==> config.mk <==
export PLATFORM = sky130hd
export DESIGN_NAME = alu_share_arb_flat
export DESIGN_NICKNAME = d
export VERILOG_FILES = /design/src/rtl/alu_share_arb_if.sv /design/src/rtl/alu_share_arb.sv /design/src/flat_wrapper.sv
export SDC_FILE = /design/constraint.sdc
export NUM_CORES = 1
export LEC_CHECK = 0
export BUFFER_PORTS_ARGS = -buffer_cell sky130_fd_sc_hd__buf_2
export CAP_MARGIN = 20
export CORE_AREA = 8 8 72 58
export CTS_CLUSTER_DIAMETER = 80
export DETAILED_ROUTE_END_ITERATION = 10
export DIE_AREA = 0 0 80 66
export GPL_ROUTABILITY_DRIVEN = 1
export PLACE_DENSITY = 0.78
export SYNTH_ARGS = -nofsm -noshare
export SYNTH_HDL_FRONTEND = slang
export SYNTH_SLANG_ARGS = --single-unit
==> constraint.sdc <==
create_clock -name clk -period 4.7 [get_ports clk]
set_input_delay 0.235 -clock clk [delete_from_list [all_inputs] [get_ports clk]]
set_output_delay 0.235 -clock clk [all_outputs]
set_load 0.02 [all_outputs]
==> src/rtl/alu_share_arb_if.sv <==
// Requester/ALU bundle for alu_share_arb: the arbiter uses the slave modport and the
// requester/ALU side uses the master modport.
interface alu_share_arb_if #(
  parameter int unsigned NUM_REQ = 4
);
  logic [NUM_REQ-1:0]   req;
  logic [2*NUM_REQ-1:0] op_flat;
  logic [3*NUM_REQ-1:0] a_flat;
  logic [3*NUM_REQ-1:0] b_flat;
  logic [NUM_REQ-1:0]   gnt;
  logic [NUM_REQ-1:0]   done;
  logic [4:0]           result;
  logic                 busy;
  logic [1:0]           alu_s;
  logic [2:0]           alu_a;
  logic [2:0]           alu_b;
  logic [4:0]           alu_ans;

  modport slave (
    input  req, op_flat, a_flat, b_flat, alu_ans,
    output gnt, done, result, busy, alu_s, alu_a, alu_b
  );

  modport master (
    output req, op_flat, a_flat, b_flat, alu_ans,
    input  gnt, done, result, busy, alu_s, alu_a, alu_b
  );
endinterface

==> src/rtl/alu_share_arb.sv <==
// Round-robin arbiter/sequencer sharing one 3-bit ALU among NUM_REQ requesters.
// Define ALU_ARB_STATS_EN to add the saturating op_count output.
module alu_share_arb #(
  parameter int unsigned NUM_REQ = 4,
  parameter int unsigned ALU_LAT = 1
) (
  input logic           clk,
  input logic           rst_n,
  alu_share_arb_if.slave bus
`ifdef ALU_ARB_STATS_EN
  ,
  output logic [15:0]   op_count
`endif
);

  localparam int unsigned PtrW    = $clog2(NUM_REQ);
  localparam logic [1:0]  CntLast = 2'(ALU_LAT - 1);

  typedef enum logic {StIdle, StExec} state_e;

  state_e              state_q, state_d;
  logic [PtrW-1:0]     ptr_q, ptr_d, owner_q, owner_d, win;
  logic                win_valid;
  logic [1:0]          cnt_q, cnt_d;
  logic [NUM_REQ-1:0]  gnt_q, gnt_d, done_q, done_d;
  logic [4:0]          result_q, result_d;
  logic                busy_q, busy_d;
  logic [1:0]          alu_s_q, alu_s_d, win_s;
  logic [2:0]          alu_a_q, alu_a_d, alu_b_q, alu_b_d, win_a, win_b;

  // First requesting index at or above ptr, wrapping modulo NUM_REQ.
  always_comb begin
    logic [PtrW:0] idx;
    idx       = '0;
    win       = '0;
    win_valid = 1'b0;
    for (int unsigned i = 0; i < NUM_REQ; i++) begin
      idx = {1'b0, ptr_q} + (PtrW + 1)'(i);
      if (idx >= (PtrW + 1)'(NUM_REQ)) idx = idx - (PtrW + 1)'(NUM_REQ);
      if (!win_valid && bus.req[idx[PtrW-1:0]]) begin
        win_valid = 1'b1;
        win       = idx[PtrW-1:0];
      end
    end
  end

  always_comb begin
    win_s = '0;
    win_a = '0;
    win_b = '0;
    for (int unsigned k = 0; k < NUM_REQ; k++) begin
      if (win == PtrW'(k)) begin
        win_s = bus.op_flat[2*k +: 2];
        win_a = bus.a_flat[3*k +: 3];
        win_b = bus.b_flat[3*k +: 3];
      end
    end
  end

  always_comb begin
    state_d  = state_q;
    ptr_d    = ptr_q;
    owner_d  = owner_q;
    cnt_d    = cnt_q;
    gnt_d    = '0;
    done_d   = '0;
    result_d = result_q;
    busy_d   = busy_q;
    alu_s_d  = alu_s_q;
    alu_a_d  = alu_a_q;
    alu_b_d  = alu_b_q;
    unique case (state_q)
      StIdle: begin
        if (win_valid) begin
          alu_s_d    = win_s;
          alu_a_d    = win_a;
          alu_b_d    = win_b;
          owner_d    = win;
          gnt_d[win] = 1'b1;
          busy_d     = 1'b1;
          cnt_d      = '0;
          ptr_d      = (win == PtrW'(NUM_REQ - 1)) ? '0 : win + PtrW'(1);
          state_d    = StExec;
        end
      end
      StExec: begin
        cnt_d = cnt_q + 2'd1;
        if (cnt_q == CntLast) begin
          result_d        = bus.alu_ans;
          done_d[owner_q] = 1'b1;
          busy_d          = 1'b0;
          state_d         = StIdle;
        end
      end
      default: state_d = StIdle;
    endcase
  end

  always_ff @(posedge clk) begin
    if (!rst_n) begin
      state_q  <= StIdle;
      ptr_q    <= '0;
      owner_q  <= '0;
      cnt_q    <= '0;
      gnt_q    <= '0;
      done_q   <= '0;
      result_q <= '0;
      busy_q   <= 1'b0;
      alu_s_q  <= '0;
      alu_a_q  <= '0;
      alu_b_q  <= '0;
    end else begin
      state_q  <= state_d;
      ptr_q    <= ptr_d;
      owner_q  <= owner_d;
      cnt_q    <= cnt_d;
      gnt_q    <= gnt_d;
      done_q   <= done_d;
      result_q <= result_d;
      busy_q   <= busy_d;
      alu_s_q  <= alu_s_d;
      alu_a_q  <= alu_a_d;
      alu_b_q  <= alu_b_d;
    end
  end

  assign bus.gnt    = gnt_q;
  assign bus.done   = done_q;
  assign bus.result = result_q;
  assign bus.busy   = busy_q;
  assign bus.alu_s  = alu_s_q;
  assign bus.alu_a  = alu_a_q;
  assign bus.alu_b  = alu_b_q;

`ifdef ALU_ARB_STATS_EN
  logic [15:0] op_count_q;

  always_ff @(posedge clk) begin
    if (!rst_n) begin
      op_count_q <= '0;
    end else if (|done_d && op_count_q != 16'hFFFF) begin
      op_count_q <= op_count_q + 16'd1;
    end
  end

  assign op_count = op_count_q;
`endif

endmodule

==> src/flat_wrapper.sv <==
// flat-port wrapper written by rule: the top's interface ports become plain ports
module alu_share_arb_flat 
#(
  parameter int unsigned NUM_REQ = 4,
  parameter int unsigned ALU_LAT = 1
)
  (clk, rst_n, bus_req, bus_op_flat, bus_a_flat, bus_b_flat, bus_alu_ans, bus_gnt, bus_done, bus_result, bus_busy, bus_alu_s, bus_alu_a, bus_alu_b);
  alu_share_arb_if #(.NUM_REQ(NUM_REQ)) bus_i ();
  input logic clk;
  input logic rst_n;
  input wire logic [$bits(bus_i.req)-1:0] bus_req;
  input wire logic [$bits(bus_i.op_flat)-1:0] bus_op_flat;
  input wire logic [$bits(bus_i.a_flat)-1:0] bus_a_flat;
  input wire logic [$bits(bus_i.b_flat)-1:0] bus_b_flat;
  input wire logic [$bits(bus_i.alu_ans)-1:0] bus_alu_ans;
  output wire logic [$bits(bus_i.gnt)-1:0] bus_gnt;
  output wire logic [$bits(bus_i.done)-1:0] bus_done;
  output wire logic [$bits(bus_i.result)-1:0] bus_result;
  output wire logic [$bits(bus_i.busy)-1:0] bus_busy;
  output wire logic [$bits(bus_i.alu_s)-1:0] bus_alu_s;
  output wire logic [$bits(bus_i.alu_a)-1:0] bus_alu_a;
  output wire logic [$bits(bus_i.alu_b)-1:0] bus_alu_b;
  assign bus_i.req = bus_req;
  assign bus_i.op_flat = bus_op_flat;
  assign bus_i.a_flat = bus_a_flat;
  assign bus_i.b_flat = bus_b_flat;
  assign bus_i.alu_ans = bus_alu_ans;
  assign bus_gnt = bus_i.gnt;
  assign bus_done = bus_i.done;
  assign bus_result = bus_i.result;
  assign bus_busy = bus_i.busy;
  assign bus_alu_s = bus_i.alu_s;
  assign bus_alu_a = bus_i.alu_a;
  assign bus_alu_b = bus_i.alu_b;
  alu_share_arb #(.NUM_REQ(NUM_REQ), .ALU_LAT(ALU_LAT)) u_core (.clk(clk), .rst_n(rst_n), .bus(bus_i));
endmodule
==> results.tsv, run 1 <==
metric	value	unit
outcome	finished clean	
clockBufferDepth	2	
drc	0	
grt_pass1_vias	1192	
layout.nets	284	
cts_made_buffers	5	
cts.sinks	29	
n_antenna_cell	0	
critPathLaunchType	flip-flop	
setup_tns	0	ns
start_util	0.4565	
synthCells	179	
overflow	0	
clkTransAtPathRegs	0.06	ns
crit_type	reg -> reg	
grt_start_max_net_pins	28	
crit_fanout	17	
wl	3.630	mm
final.period_utilization	0.4848	
core_area	0.003108	mm2
p_int	0.0005343	W
rsz0062_at_grt	no	
port_buffers	64	
fin_skew	0.001919	ns
p_clk_frac	0.337	
maxCapViolations	0	
cts_max_level	2	
wl_per_cell	13.10	um
power.total	0.0007768	W
syn_nets	227	
area_growth	29.54	%
vias	1351	
grt.total_usage	0.1324	
switching_share	0.3123	
critPathCaptureType	flip-flop	
synth-seq-cells	29	
setup_violations	0	
syn_avg_cell_area	7.927	um2
synth_area	0.001419	mm2
max_slew_margin	0.3493	
first_iter_violations	96	
final_area	0.001838	mm2
ios	65	
via_per_inst	4.877	
cts_tree	done	
post_dp_cell_area	0.001722	mm2
cp.required	4.86	ns
synth_cell_type_count	31	
fmax	0.4389	GHz
ir_drop	0.0002596	V
antenna_found_initial	0	
root_buffer	clkbuf_8	
power-per-cell-area	422.7	mW/mm2
post_cts_buffers	0	
sequentialPowerShare	0.376	
multi_input_area	725.7	um2
drtAntennaViolNets	0	
fillers	291	
clkLatencyLatePin	0.28	ns
hold_violations	0	
crit_arrival	2.44	ns
dieArea	0.005280	mm2
cts_resized	0	
firstDrtPassIters	4	
yosysWarnings	0	
hold_path_class	in -> reg	
period_minus_slack	2.279	ns
dpl.hpwl	2.728	mm
switchingPower	0.0002426	W
critPathMaxStageDelay	0.41	ns
seqCellArea	580.6	um2
die_h	66	um
drive_gt1_frac	0.3122	
cpMostUsedCell	o21ai_0	
grt_pass1_wl	5.513	mm
p_leak	0.8902	nW
die_w	80	um
report.final.slew_viol_count	0	
path_cells	nor2b_1, o21ai_0, nand2_1, or3_1, ha_1, a21oi_1, o21ai_0, a221oi_1, nor2_1	
finalWeightedCongestion	0.7687	
rows	18	
pwr-share-comb	0.287	
critPathSlowestCell	ha_1	
cts_hold_buf	0	
tightestPinTransition	0.9725	ns
seq_area_frac_synth	0.4092	
==> area by class of cell <==
type,count,share of cell area
clock buffer,7,0.04697
tap,40,0.02723
timing repair buffer,64,0.1743
inverter,12,0.02451
multi-input combinational,124,0.3948
clock inverter,1,0.01634
sequential,29,0.3159
==> stage by stage <==
stage	setup WS [ns]	utilization	instances	hold slack [ns]
global route	2.130	0.5914	277	0.2313
finish	2.422	0.5914	277	0.2144
floorplan	2.567	-	179	0.3911
detailed placement	2.330	0.5539	269	0.4572
CTS	2.435	0.5914	277	0.2121
global placement	2.338	0.5539	269	0.4490
==> cell usage in the layout (no fill, tap or decap), types with 2 or more instances in the layout <==
cell type / n
buf_2: 64
dfxtp_1: 29
nand2_1: 22
o21ai_0: 19
a21oi_1: 16
nor2_1: 15
inv_1: 12
a221oi_1: 8
nand3_1: 7
nor2b_1: 6
a21boi_0: 6
clkbuf_8: 6
ha_1: 5
and3_1: 4
nor3_1: 3
a21boi_2: 2
==> kinds of logic (layout without fill, tap and decap cells) <==
| family | after synthesis | after routing | share of synthesized area |
|---|---|---|---|
| flip-flops | 29 | 29 | 0.4092 |
| AND/OR/NAND/NOR | 64 | 64 | 0.2213 |
| buffers and inverters | 26 | 84 | 0.07936 |
| multiplexers | 1 | 1 | 0.007055 |
| AO/OA/AOI/OAI | 54 | 54 | 0.2390 |
| adder cells (fa/ha/maj) | 5 | 5 | 0.04409 |
==> final timing paths <==
kind | end | start | cells past startpoint | slack, ns
worst max-delay path | u_core.bus.alu_s[0]$_SDFFE_PN0P_ | u_core.ptr_q[0]$_SDFFE_PN0P_ | 9 | 2.42
worst min-delay path | u_core.bus.result[0]$_SDFFE_PN0P_ | bus_alu_ans[0] | 3 | 0.21
worst max register to register | u_core.bus.alu_s[0]$_SDFFE_PN0P_ | u_core.ptr_q[0]$_SDFFE_PN0P_ | 9 | 2.42
worst min register to register | u_core.bus.result[4]$_SDFFE_PN0P_ | u_core.bus.result[4]$_SDFFE_PN0P_ | 2 | 0.46
==> layer usage <==
metal,up-vias,share of wire,global-route usage
li1,726,-,-
met1,585,0.45,0.1606
met2,35,0.47,0.2024
met3,5,0.068,0.04620
met4,0,0.015,0.06787
met5,-,0,0
==> synthesized netlist by cell type <==
| master | instances | area (um2) |
|---|---|---|
| a21boi_0 | 6 | 45.04 |
| mux2i_1 | 1 | 10.01 |
| a221oi_1 | 8 | 70.07 |
| nand4_1 | 1 | 6.260 |
| or2_1 | 1 | 6.260 |
| nor2b_1 | 6 | 37.54 |
| o211a_1 | 1 | 10.01 |
| clkbuf_2 | 1 | 5.000 |
| dfxtp_1 | 29 | 580.6 |
| nand4b_1 | 1 | 8.760 |
| buf_2 | 2 | 10.01 |
| nor3_1 | 3 | 15.01 |
| nor2_1 | 15 | 56.30 |
| a21oi_1 | 16 | 80.08 |
| nand2_1 | 22 | 82.58 |
| or3_1 | 1 | 6.260 |
| a21boi_2 | 2 | 22.52 |
| nand3_1 | 7 | 35.03 |
| inv_1 | 12 | 45.04 |
| o21bai_1 | 1 | 7.510 |
| nor4_4 | 1 | 21.27 |
| and2_1 | 1 | 6.260 |
| buf_4 | 1 | 7.510 |
| nor3b_1 | 1 | 7.510 |
| clkbuf_1 | 8 | 30.03 |
| ha_1 | 5 | 62.56 |
| o32ai_1 | 1 | 8.760 |
| buf_6 | 1 | 11.26 |
| o21ai_0 | 19 | 95.09 |
| and3_1 | 4 | 25.02 |
| buf_1 | 1 | 3.750 |
==> power by group through the flow <==
| stage | Combinational [W] | Sequential [W] | Clock [W] |
|---|---|---|---|
| CTS | 0.000223 | 0.000292 | 0.000268 |
| floorplan | 0.000136 | 0.000321 | 0 |
| detailed placement | 0.000222 | 0.000297 | 0 |
| global placement | 0.000219 | 0.000297 | 0 |
| finish | 0.000223 | 0.000292 | 0.000262 |
| global route | 0.000249 | 0.000296 | 0.000277 |
==> state kept, by name (all words and copies together) (netlist names) <==
name,count
u_core.state_q,1
u_core.bus.done,4
u_core.bus.alu_b,3
u_core.ptr_q,2
u_core.cnt_q,2
u_core.bus.busy,1
u_core.owner_q,2
u_core.bus.gnt,4
u_core.bus.alu_s,2
u_core.bus.alu_a,3
u_core.bus.result,5
==> worst max-delay path: cells and delay by family (launching register included) <==
kind,cells,cell delay [ns]
AOI/OAI and AO/OA,4,0.78
adders and majority gates,1,0.41
DFF,1,0.37
and+or+nand+nor,4,0.59
Power figures use the tool's default switching activity.
==> run 2: changes to the inputs <==
Settings changed: CORE_AREA 8 8 72 58 to 8 8 77 62, DIE_AREA 0 0 80 66 to 0 0 85 70, PLACE_DENSITY 0.78 to 0.71.
Clock period 4.7 ns to 1.9 ns, I/O delays scaled along.
==> results.tsv, run 2 (synthesis results as in run 1) <==
metric	value	unit
maxCapViolations	0	
p_leak	1.025	nW
p_clk_frac	0.298	
vias	1488	
outcome	finished with violations	
wl	4.248	mm
clockBufferDepth	2	
fin_skew	0.003852	ns
start_util	0.4006	
fillers	312	
port_buffers	64	
period_minus_slack	2.110	ns
crit_fanout	6	
cts_tree	done	
cts.sinks	29	
overflow	0	
first_iter_violations	78	
setup_violations	8	
rsz0062_at_grt	yes	
fmax	0.4739	GHz
post-route-util	0.6061	
hold_path_class	in -> reg	
power-per-cell-area	1020	mW/mm2
cts_made_buffers	5	
violations	negative setup slack	
grt.total_usage	0.1300	
final.period_utilization	1.111	
setup_tns	-0.9783	ns
via_per_inst	4.944	
final_cell_mix	64 x buf_2, 27 x dfxtp_1, 22 x nand2_1	
crit_arrival	2.28	ns
switching_share	0.3200	
largest_reg_flops	5	
wl_per_cell	14.11	um
core_area	0.003542	mm2
drive_gt1_frac	0.4672	
post-place-ws	-0.2032	ns
clkLatencyLatePin	0.28	ns
die_w	85	um
hold_violations	0	
hold_slack	0.06828	ns
tightestPinTransition	1.062	ns
drc	0	
critPathLaunchType	flip-flop	
dpl.hpwl	2.939	mm
p_int	0.001489	W
sequentialPowerShare	0.329	
stdcell_count	301	
root_buffer	clkbuf_8	
drtAntennaViolNets	0	
n_antenna_cell	0	
ir_drop	0.0005934	V
firstDrtPassIters	4	
finalWeightedCongestion	0.8167	
grt_pass1_wl	6.417	mm
final_common_cell	buf_2	
cp.required	2.07	ns
critPathCaptureType	flip-flop	
antenna_found_initial	0	
clkTransAtPathRegs	0.06	ns
dieArea	0.005950	mm2
die_h	70	um
pwr-share-comb	0.373	
grt_pass1_vias	1361	
rows	19	
setup_ws	-0.2100	ns
area_growth	51.32	%
crit_type	reg -> reg	
switchingPower	0.0007005	W
cts_max_level	2	
grt_start_max_net_pins	28	
report.final.slew_viol_count	0	
max_slew_margin	0.2893	
dpl.cell_count	285	
ios	65	
layout.nets	306	
==> run 2: cell types whose count changed in the layout (fill, tap and decap cells not counted), sizes merged <==
cell / before / now
buf: 64 / 86
==> run 2: cell type report <==
cell class | count | area, um2 | area share
clock buffers | 7 | 86.33 | 0.04021
clock inverters | 1 | 30.03 | 0.01399
inverters | 12 | 45.04 | 0.02098
multi-input cells | 124 | 840.8 | 0.3916
flip-flops and latches | 29 | 583.1 | 0.2716
well taps | 42 | 52.55 | 0.02448
repair buffers | 86 | 509.2 | 0.2372
==> run 2: critical path, stage by stage, from the launching register on <==
cell and delay, ns:
dfxtp_2 0.36, nor2b_2 0.06, o21bai_1 0.20, nand2_1 0.10, or3_4 0.40, ha_4 0.20, buf_6 0.12, a21oi_2 0.10
o21ai_1 0.11, a221oi_2 0.29, nor2_1 0.06
==> run 2: worst paths after layout <==
kind,startpoint,endpoint,cells past startpoint,slack (ns)
setup / recovery,u_core.ptr_q[0]$_SDFFE_PN0P_,u_core.bus.alu_s[1]$_SDFFE_PN0P_,10,-0.21
hold / removal,bus_a_flat[11],u_core.bus.alu_a[2]$_SDFFE_PN0P_,3,0.07
setup reg to reg,u_core.ptr_q[0]$_SDFFE_PN0P_,u_core.bus.alu_s[1]$_SDFFE_PN0P_,10,-0.21
hold reg to reg,u_core.bus.result[2]$_SDFFE_PN0P_,u_core.bus.result[2]$_SDFFE_PN0P_,2,0.46
==> run 2: power groups by stage <==
stage	combinational, W	sequential, W	clock (W)
after floorplan	0.000362	0.000795	0
after global placement	0.000625	0.000727	0
after detailed placement	0.000632	0.000729	0
after CTS	0.000668	0.000718	0.000662
after global routing	0.000891	0.000729	0.000694
final	0.000817	0.000721	0.000652
==> run 2: timing repair <==
item,in CTS,in global routing
pin swaps,4,18
setup endpoints to repair,8,8
resized for setup,7,26
buffers inserted,1,8
hold endpoints to repair,0,0
hold buffers,0,0
==> run 2: per-layer routing <==
metal  global-route usage  routed length [um]
met5                    0                   0
met4              0.03543                  81
met3              0.05140                 288
met2               0.2024                1961
met1               0.1610                1916
==> run 2: metrics by stage <==
stage	total power (W)	instance area (um2)
after floorplan	0.001157	1451
after global placement	0.001352	1844
after detailed placement	0.001361	1844
after CTS	0.002048	2001
after global routing	0.002314	2147
final	0.002189	2147
==> run 3: changes to the inputs <==
Settings changed: MAX_ROUTING_LAYER set to met4.
==> results.tsv, run 3 (synthesis results as in run 1) <==
metric	value	unit
outcome	finished with violations	
violations	negative setup slack	
vias	1490	
grt.total_usage	0.1336	
largest_reg_flops	5	
crit_fanout	6	
layout.nets	306	
drtAntennaViolNets	0	
clockBufferDepth	2	
period_minus_slack	2.110	ns
clkLatencyLatePin	0.28	ns
area_growth	51.32	%
via_per_inst	4.950	
drive_gt1_frac	0.4672	
root_buffer	clkbuf_8	
dpl.hpwl	2.939	mm
multi_input_area	840.8	um2
post_dp_cell_area	0.001844	mm2
die_h	70	um
setup_tns	-0.9777	ns
critPathMaxStageDelay	0.40	ns
start_util	0.4006	
tightestPinTransition	1.055	ns
fillers	312	
cp.required	2.07	ns
hold_slack	0.06810	ns
fin_skew	0.003430	ns
cts_max_level	2	
max_slew_margin	0.2941	
clkTransAtPathRegs	0.06	ns
grt_pass1_wl	6.417	mm
p_leak	1.025	nW
ir_drop	0.0005941	V
critPathSlowestCell	or3_4	
crit_type	reg -> reg	
maxCapViolations	0	
antenna_found_initial	0	
path_cells	nor2b_2, o21bai_1, nand2_1, or3_4, ha_4, buf_6, a21oi_2, o21ai_1, a221oi_2, nor2_1	
setup_violations	8	
rsz0062_at_grt	yes	
power-per-cell-area	1019	mW/mm2
cts_tree	done	
seqCellArea	583.1	um2
hold_violations	0	
critPathLaunchType	flip-flop	
final_area	0.002147	mm2
n_antenna_cell	0	
finalWeightedCongestion	0.8288	
cts.sinks	29	
fmax	0.4739	GHz
setup_ws	-0.2103	ns
wl_per_cell	14.08	um
final_common_cell	buf_2	
crit_arrival	2.28	ns
final_cell_mix	64 x buf_2, 27 x dfxtp_1, 22 x nand2_1	
die_w	85	um
first_iter_violations	78	
critPathCaptureType	flip-flop	
rows	19	
drc	0	
dieArea	0.005950	mm2
cts_made_buffers	5	
grt_start_max_net_pins	28	
core_area	0.003542	mm2
ios	65	
report.final.slew_viol_count	0	
overflow	0	
firstDrtPassIters	4	
wl	4.237	mm
final.period_utilization	1.111	
post-route-util	0.6061	
grt_pass1_vias	1354	
port_buffers	64	
hold_path_class	in -> reg	
## run 3: cell counts in the layout (fill, tap and decap cells not counted)
No cell type changed its count.
## run 3: worst paths after layout
check / start / to / slack (ns) / cells after the start
worst min register to register: u_core.bus.result[2]$_SDFFE_PN0P_ / u_core.bus.result[2]$_SDFFE_PN0P_ / 0.46 / 2
worst max-delay path: u_core.ptr_q[0]$_SDFFE_PN0P_ / u_core.bus.alu_s[1]$_SDFFE_PN0P_ / -0.21 / 10
worst max register to register: u_core.ptr_q[0]$_SDFFE_PN0P_ / u_core.bus.alu_s[1]$_SDFFE_PN0P_ / -0.21 / 10
worst min-delay path: bus_a_flat[11] / u_core.bus.alu_a[2]$_SDFFE_PN0P_ / 0.07 / 3
## run 3: critical path: cells and delay by family (launching register included)
family                     cells  cell delay (ns)
AOI/OAI and AO/OA              4             0.70
adders and majority gates      1             0.20
buffers and inverters          1             0.12
DFF                            1             0.36
and+or+nand+nor                4             0.62
## run 3: timing repair
action | in CTS | in global routing
pin swaps | 4 | 18
buffers inserted | 1 | 8
gates cloned | 0 | 0
gates resized for setup | 7 | 26
hold buffers | 0 | 0
setup endpoints to repair | 8 | 8
## run 3: cell type report
type	count	area share
Tap cell	42	0.02448
Timing Repair Buffer	86	0.2372
Clock inverter	1	0.01399
Sequential cell	29	0.2716
Inverter	12	0.02098
Multi-Input combinational cell	124	0.3916
Clock buffer	7	0.04021
## run 3: power by group
group | total (W) | internal (W) | switching, W
clock network | 0.000651 | 0.000427 | 0.000225
logic | 0.000817 | 0.000380 | 0.000437
registers | 0.000721 | 0.000682 | 0.0000388
## run 3: through the flow
step           total power [W]  setup WS, ns  std cells
2_1_floorplan         0.001157      -0.09239        179
3_3_place_gp          0.001352       -0.1603        285
3_5_place_dp          0.001361       -0.2032        285
4_1_cts               0.002048      -0.06063        294
5_1_grt               0.002314       -0.3525        301
6_report              0.002189       -0.2103        301
## run 3: layer usage
metal / track usage / part of all wire / up-vias
li1: - / - / 775
met1: 0.1624 / 0.46 / 662
met2: 0.2024 / 0.46 / 43
met3: 0.04907 / 0.061 / 10
met4: 0.03543 / 0.019 / 0
met5: - / 0 / -
